--- config.mk ---
export PLATFORM = sky130hd
export DESIGN_NAME = pipe_stage_reg
export DESIGN_NICKNAME = d
export VERILOG_FILES = /design/src/rtl/pipe_stage_reg.sv
export SDC_FILE = /design/constraint.sdc
export NUM_CORES = 1
export LEC_CHECK = 0
export BUFFER_PORTS_ARGS = -buffer_cell sky130_fd_sc_hd__buf_2
export CAP_MARGIN = 20
export CORE_MARGIN = 2
export CORE_UTILIZATION = 39
export DETAILED_ROUTE_END_ITERATION = 8
export HOLD_SLACK_MARGIN = 0.05
export PLACE_DENSITY = 0.64
export SLEW_MARGIN = 10
export SYNTH_ARGS = -nofsm -noshare
export SYNTH_HDL_FRONTEND = slang
export SYNTH_SLANG_ARGS = --single-unit
--- constraint.sdc ---
create_clock -name clk -period 3.5 [get_ports clk]
set_input_delay 0.175 -clock clk [delete_from_list [all_inputs] [get_ports clk]]
set_output_delay 0.175 -clock clk [all_outputs]
set_load 0.01 [all_outputs]
--- src/rtl/pipe_stage_reg.sv ---
// pipe_stage_reg: parametrised pipeline stage register with valid/ready handshake.
//   Carries one PC field and one opaque payload between two pipeline stages.
//   SKID=1 adds a one-entry skid register so in_ready can come from a flop;
//   SKID=0 is a single register with combinational in_ready.
//   Supports synchronous flush (optionally retaining in_pc for the bubble) and
//   saturating stall/bubble performance counters.
// Ports:
//   clk, reset               rising-edge clock, synchronous active-high reset
//   in_valid/in_ready        upstream handshake, in_pc/in_payload upstream data
//   flush, flush_keep_pc     kill held/incoming entries; optionally keep in_pc
//   out_valid/out_ready      downstream handshake, out_pc/out_payload held data
//   stall_cnt, bubble_cnt    saturating performance counters
module pipe_stage_reg #(
   parameter int unsigned PAYLOAD_W = 197,
   parameter int unsigned PC_W      = 32,
   parameter int unsigned SKID      = 1,
   parameter int unsigned CNT_W     = 16
) (
   input  logic                 clk,
   input  logic                 reset,
   input  logic                 in_valid,
   output logic                 in_ready,
   input  logic [PC_W-1:0]      in_pc,
   input  logic [PAYLOAD_W-1:0] in_payload,
   input  logic                 flush,
   input  logic                 flush_keep_pc,
   output logic                 out_valid,
   input  logic                 out_ready,
   output logic [PC_W-1:0]      out_pc,
   output logic [PAYLOAD_W-1:0] out_payload,
   output logic [CNT_W-1:0]     stall_cnt,
   output logic [CNT_W-1:0]     bubble_cnt
);

   typedef enum logic [1:0] {
      ST_EMPTY = 2'd0,
      ST_FULL  = 2'd1,
      ST_SKID  = 2'd2
   } state_t;

   state_t                 state_q, state_d;
   logic [PC_W-1:0]        pc_q, pc_d;
   logic [PAYLOAD_W-1:0]   pl_q, pl_d;
   logic [PC_W-1:0]        skpc_q, skpc_d;
   logic [PAYLOAD_W-1:0]   skpl_q, skpl_d;
   logic [CNT_W-1:0]       stall_q, bubble_q;
   logic                   accept, drain;

   assign accept = in_valid & in_ready;
   assign drain  = out_valid & out_ready;

   generate
      if (SKID != 0) begin : g_skid
         logic rdy_q;
         // Registered ready: reflects whether the state after this edge is SKID.
         always_ff @(posedge clk) begin
            if (reset) rdy_q <= 1'b1;
            else       rdy_q <= (state_d != ST_SKID);
         end
         assign in_ready = rdy_q;
      end else begin : g_noskid
         assign in_ready = ~out_valid | out_ready;
      end
   endgenerate

   // State register
   always_ff @(posedge clk) begin
      if (reset) begin
         state_q <= ST_EMPTY;
         pc_q    <= '0;
         pl_q    <= '0;
         skpc_q  <= '0;
         skpl_q  <= '0;
      end else begin
         state_q <= state_d;
         pc_q    <= pc_d;
         pl_q    <= pl_d;
         skpc_q  <= skpc_d;
         skpl_q  <= skpl_d;
      end
   end

   // Next-state logic
   always_comb begin
      state_d = state_q;
      pc_d    = pc_q;
      pl_d    = pl_q;
      skpc_d  = skpc_q;
      skpl_d  = skpl_q;
      if (flush) begin
         state_d = ST_EMPTY;
         pc_d    = flush_keep_pc ? in_pc : '0;
         pl_d    = '0;
         skpc_d  = '0;
         skpl_d  = '0;
      end else begin
         unique case (state_q)
            ST_EMPTY: begin
               if (accept) begin
                  state_d = ST_FULL;
                  pc_d    = in_pc;
                  pl_d    = in_payload;
               end
            end
            ST_FULL: begin
               if (accept && drain) begin
                  pc_d = in_pc;
                  pl_d = in_payload;
               end else if (accept && (SKID != 0)) begin
                  state_d = ST_SKID;
                  skpc_d  = in_pc;
                  skpl_d  = in_payload;
               end else if (drain) begin
                  state_d = ST_EMPTY;
                  pc_d    = '0;
                  pl_d    = '0;
               end
            end
            ST_SKID: begin
               if (drain) begin
                  state_d = ST_FULL;
                  pc_d    = skpc_q;
                  pl_d    = skpl_q;
                  skpc_d  = '0;
                  skpl_d  = '0;
               end
            end
            default: state_d = ST_EMPTY;
         endcase
      end
   end

   // Output logic; main payload is zeroed whenever the stage empties.
   always_comb begin
      out_valid   = (state_q != ST_EMPTY);
      out_pc      = pc_q;
      out_payload = pl_q;
   end

   // Counters use pre-edge outputs and stick at all-ones.
   always_ff @(posedge clk) begin
      if (reset) begin
         stall_q  <= '0;
         bubble_q <= '0;
      end else begin
         if (out_valid && !out_ready && (stall_q != '1))
            stall_q <= stall_q + 1'b1;
         if (!out_valid && (bubble_q != '1))
            bubble_q <= bubble_q + 1'b1;
      end
   end

   assign stall_cnt  = stall_q;
   assign bubble_cnt = bubble_q;

endmodule

Yosys cells after proc, flatten, opt, wreduce, memory -nomap -nowiden
Index checks and enable logic that the tools add are counted.
- flip-flop bits (word level): 493
- input port bits: 235
- logic and storage cells: 67
- $add $sub $neg: 2
- eq/ne operators: 15
- mux-type cells: 25
- bitwise operators: 2
- reductions and logical operators: 15
- operators with widths (cell ; number):
    $mux 197 ; 6
    $pmux 197 s3 ; 1
    $pmux 197 s2 ; 1
    $mux 32 ; 8
    $pmux 32 s3 ; 1
    $pmux 32 s2 ; 1
    $add 16x1->16 const B ; 2
    $ne 16x16->1 const B ; 2
    $mux 2 ; 6
    $ne 3x3->1 const B ; 4
    $ne 2x2->1 const B ; 5
    $reduce_and 5->1 ; 2
    $ne 4x4->1 const B ; 2
    $pmux 2 s3 ; 1
    $logic_and 1x1->1 ; 4
    $reduce_and 4->1 ; 1
    $reduce_bool 2->1 ; 2
    $reduce_bool 4->1 ; 1
    $reduce_bool 3->1 ; 1
    $and 1x1->1 ; 2
    $eq 2x1->1 const B ; 1
    $eq 2x2->1 const B ; 1
    $logic_not 1->1 ; 2
    $logic_not 2->1 ; 1
    $reduce_or 2->1 ; 1

Longest topological paths before layout
- word-level depth: 8
- depth in mapped cells: 11
- depth with buffers taken out: 6

Worst setup path before layout
OpenSTA, ideal clock, no wires.
- path type: register to register
- from: reg state_q[0]
- to: reg pl_q[115], in the netlist out_payload[115]
- library setup time: 0.146 ns
- arrival: 1.941 ns
- path slack: 1.413 ns
- stages on the path, launching flop included: 12
- buffers on the path: 5
- cell sequence: dfxtp_1 > inv_1 > ha_1 > buf_6 > nor4bb_2 > a21o_1 > buf_6 > and2_4 > buf_6 > buf_4 > buf_6 > a211oi_2
- word-level cells in the longest chain between the ends: 5
- elaborated cells on any way between the ends: 14
- ends and longest elaborated chain (element ; RTL line ; source):
    start, declared ; 41 ; state_t state_q, state_d;
    start signal, assigned ; 75 ; state_q <= state_d;
    $reduce_bool 2->1 ; 135 ; out_valid = (state_q != ST_EMPTY);
    $and 1x1->1 ; 50 ; assign drain = out_valid & out_ready;
    $logic_and 1x1->1 ; 106 ; if (accept && drain) begin
    $ne 3x3->1 (no source line) or $mux 197 (tied branches) ; -- ;
    $reduce_and 5->1 (no source line) or $pmux 197 s3 (tied branches) ; -- ;
    end signal, assigned ; 77 ; pl_q <= pl_d;
    end, declared ; 43 ; logic [PAYLOAD_W-1:0] pl_q, pl_d;
Parallel ways exist; a longest one is shown, timed or not.
A chain may end at the register's enable or synchronous reset.

Final worst setup path
- from: reg state_q[0]
- to: reg skpl_q[14]
- word-level cells in the longest chain between the ends: 5
- elaborated cells on any way between the ends: 11
- ends and longest elaborated chain (element ; RTL line ; source):
    $reduce_bool 2->1 ; 135 ;
    $and 1x1->1 ; 50 ;
    $logic_and 1x1->1 ; 106 ;
    $ne 2x2->1 (no source line) ; -- ;
    $reduce_and 4->1 (no source line) ; -- ;
    end signal, assigned ; 79 ; skpl_q <= skpl_d;
    end, declared ; 45 ; logic [PAYLOAD_W-1:0] skpl_q, skpl_d;
Parallel ways exist; a longest one is shown, timed or not.

==> impl_metrics.ini <==
[outcome]
status = finished with violations
violations = slew limit

[cells_and_area]
syn2layout_area_growth_pct = 32.0
final_area_mm2 = 0.0278
final.fill_count = 4849
drive_gt1_frac = 0.256
num-nets-final = 3181

[flow_run]
maxCapViolCount = 0

[synthesis]
synth_warnings = 0
synth_area_leader_cell = dfxtp_1
synthesis.area_per_instance_um2 = 8.91
synth_seq_cells = 493
synthTopCellsByCount = dfxtp_1, a21oi_1, nand2_1
yosys.area.top_type_share = 0.468
netlist_area_mm2 = 0.0211
yosysSeqAreaShare = 0.468
synth_ff_type = dfxtp_1
synthArstFlopShare = 0
syn-instance-count = 2365
synth_enable_flop_cells = 0
syn-num-nets = 2606
yosysMostFrequentCell = dfxtp_1
synth_area_leaders = dfxtp_1, a21oi_1, a22oi_1
synth.distinct_cells = 67

[sta]
hold_viol_final = 0
final.min_clock_period_ns = 2.82
setup_viol = 0
finalMaxSlewViolations = 80
setup_slack_ns = 0.681
fmax_ghz = 0.355
worst_slew_pin_slew_ns = 1.61
rsz0062_at_grt = false
period_share = 0.805
slew_headroom = -0.0747
clock_skew_ns = 0.0123
setup_tns_ns = 0

[place]
gp_congestion = 0.864
dp_slack_ns = 0.776
hpwl_um = 42200
dpl_cell_area_mm2 = 0.0238
port_buffers = 497

[clocking]
worstSkewPairLatency_ns = 0.60
numCtsBuffers = 54
htreeDepth = 2
clockBufferDepth = 3
cts_tree = built
clock-sinks = 493
cts-root-buf = clkbuf_16
post_cts_buffers = 0
clk_pin_slew_ns = 0.06

[worst_setup_path]
critical_path_buf_inv_count = 2
cpPeakStageDelay_ns = 0.56
crit_path_max_fanout = 126
critical-path-top-delay-family = compound AO/OA/AOI/OAI gates
arrival_ns = 3.33
path_class = register to register
cp_cell_sequence = inv_1, ha_1, and2b_1, o31ai_4, buf_12, nand3_1, a21oi_1
cp-end-kind = register
cpMaxStageDelayCell = ha_1
worstPathRequired_ns = 4.01
worstSetupStartpointType = register

[min_path]
min_path_type = primary input to register

[routing]
vias_per_cell = 5.79
routedWlPerCell_um = 19.4
ant_nets = 0
drt_pass1_iterations = 6
drt_iter0_markers = 1935
drc = 0
wirelength_um = 71200
via_count = 21278

[pwr]
cellPowerDensity_mw_per_mm2 = 480
ir_drop_uv = 341
power_mw = 13.4
leakagePower_nw = 10.8

[global_route]
grt_pass1_vias = 20174
grt_pass1_wl_um = 110000
grt_max_degree = 198
grt-ovfl-total = 0
antenna_found_initial = 4
grt_use_total = 0.239

[floorplanning]
io_pins = 498
die_y_um = 236
die_w_um = 236
start_util = 0.393
die_area_mm2 = 0.0559
fp-row-count = 85
core_region_area_mm2 = 0.0536
[worst reg2reg max path, stage by stage, from the launching register on]
cell and delay (ns):
dfxtp_1 0.34, inv_1 0.14, ha_1 0.56, and2b_1 0.33, o31ai_4 0.35, buf_12 0.41
nand3_1 0.40, a21oi_1 0.22
[final cells by class]
| cell class | instances | area, um^2 | area share |
|---|---|---|---|
| antenna | 5 | 12.5 | 0.000450 |
| clock buffer | 83 | 1610 | 0.0580 |
| clock inverter | 9 | 104 | 0.00373 |
| inverter | 9 | 43.8 | 0.00157 |
| multi-input combinational | 1600 | 9760 | 0.351 |
| sequential | 493 | 9870 | 0.355 |
| tap | 696 | 871 | 0.0313 |
| timing repair buffer | 782 | 5540 | 0.199 |
[timing repair]
action | 4_1_cts | 5_1_grt
resized for setup | 0 | 0
hold buffers | 231 | 0
hold endpoints to repair | 459 | 0
[state kept, by name, indices dropped and copies added (netlist names)]
register,cells
skpl_q,197
in_ready,1
out_payload,197
bubble_cnt,16
stall_cnt,16
skpc_q,32
state_q,2
out_pc,32
[routing by layer]
layer	global-route usage	up-vias	share of wire
met4	0.116	0	0.050
li1	-	9888	-
met2	0.387	982	0.47
met5	0	-	0
met1	0.306	10179	0.41
met3	0.0458	229	0.071
[cell usage in the layout (no fill, tap or decap), drive strengths merged, types with 3 or more instances in the layout]
cell,instances
and4,3
a211oi,198
o31ai,7
nor3,8
dfxtp,493
clkbuf,83
o211ai,33
buf,551
and2,3
mux2,8
nor4,6
a21oi,444
nor2b,9
nand2b,4
nand4,10
ha,6
nor2,57
or4,5
diode,5
a311oi,33
or3,7
inv,9
nand3,242
a22oi,198
and3,4
o21ai,8
dlygate4sd3,231
clkinv,5
or2,3
nand2,273
mux2i,4
[cell families (layout without fill, tap and decap cells)]
kind of cell	count (synthesis)	in the layout	synth area share
buf+inv	272	883	0.0700
flops	493	493	0.468
simple gates	641	641	0.140
other cells	0	5	0
compound gates	940	940	0.312
fa+ha+maj	6	6	0.00356
mux	12	12	0.00617
xor+xnor	1	1	0.000416
[metrics by stage]
step | cells | utilization | hold WS [ns]
global route | 3675 | 0.519 | 0.295
floorplan | 2365 | - | 0.327
finish | 3677 | 0.519 | 0.269
CTS | 3672 | 0.519 | 0.219
global placement | 3349 | 0.444 | 0.438
detailed placement | 3349 | 0.444 | 0.443
[worst paths after layout]
kind | from | endpoint | slack [ns] | cells past startpoint
worst min register to register | skpl_q[32] | skpl_q[32] | 0.45 | 2
worst min-delay path | reset | bubble_cnt[10] | 0.27 | 3
worst max register to register | state_q[0] | skpl_q[14] | 0.68 | 7
worst max-delay path | state_q[0] | skpl_q[14] | 0.68 | 7
[power breakdown]
part	leakage (nW)	switching, mW	internal (mW)	total (mW)
clock network	0.836	2.30	3.29	5.59
logic	5.95	1.06	0.785	1.85
registers	4.01	0.109	5.81	5.92
Power figures use the tool's default switching activity.
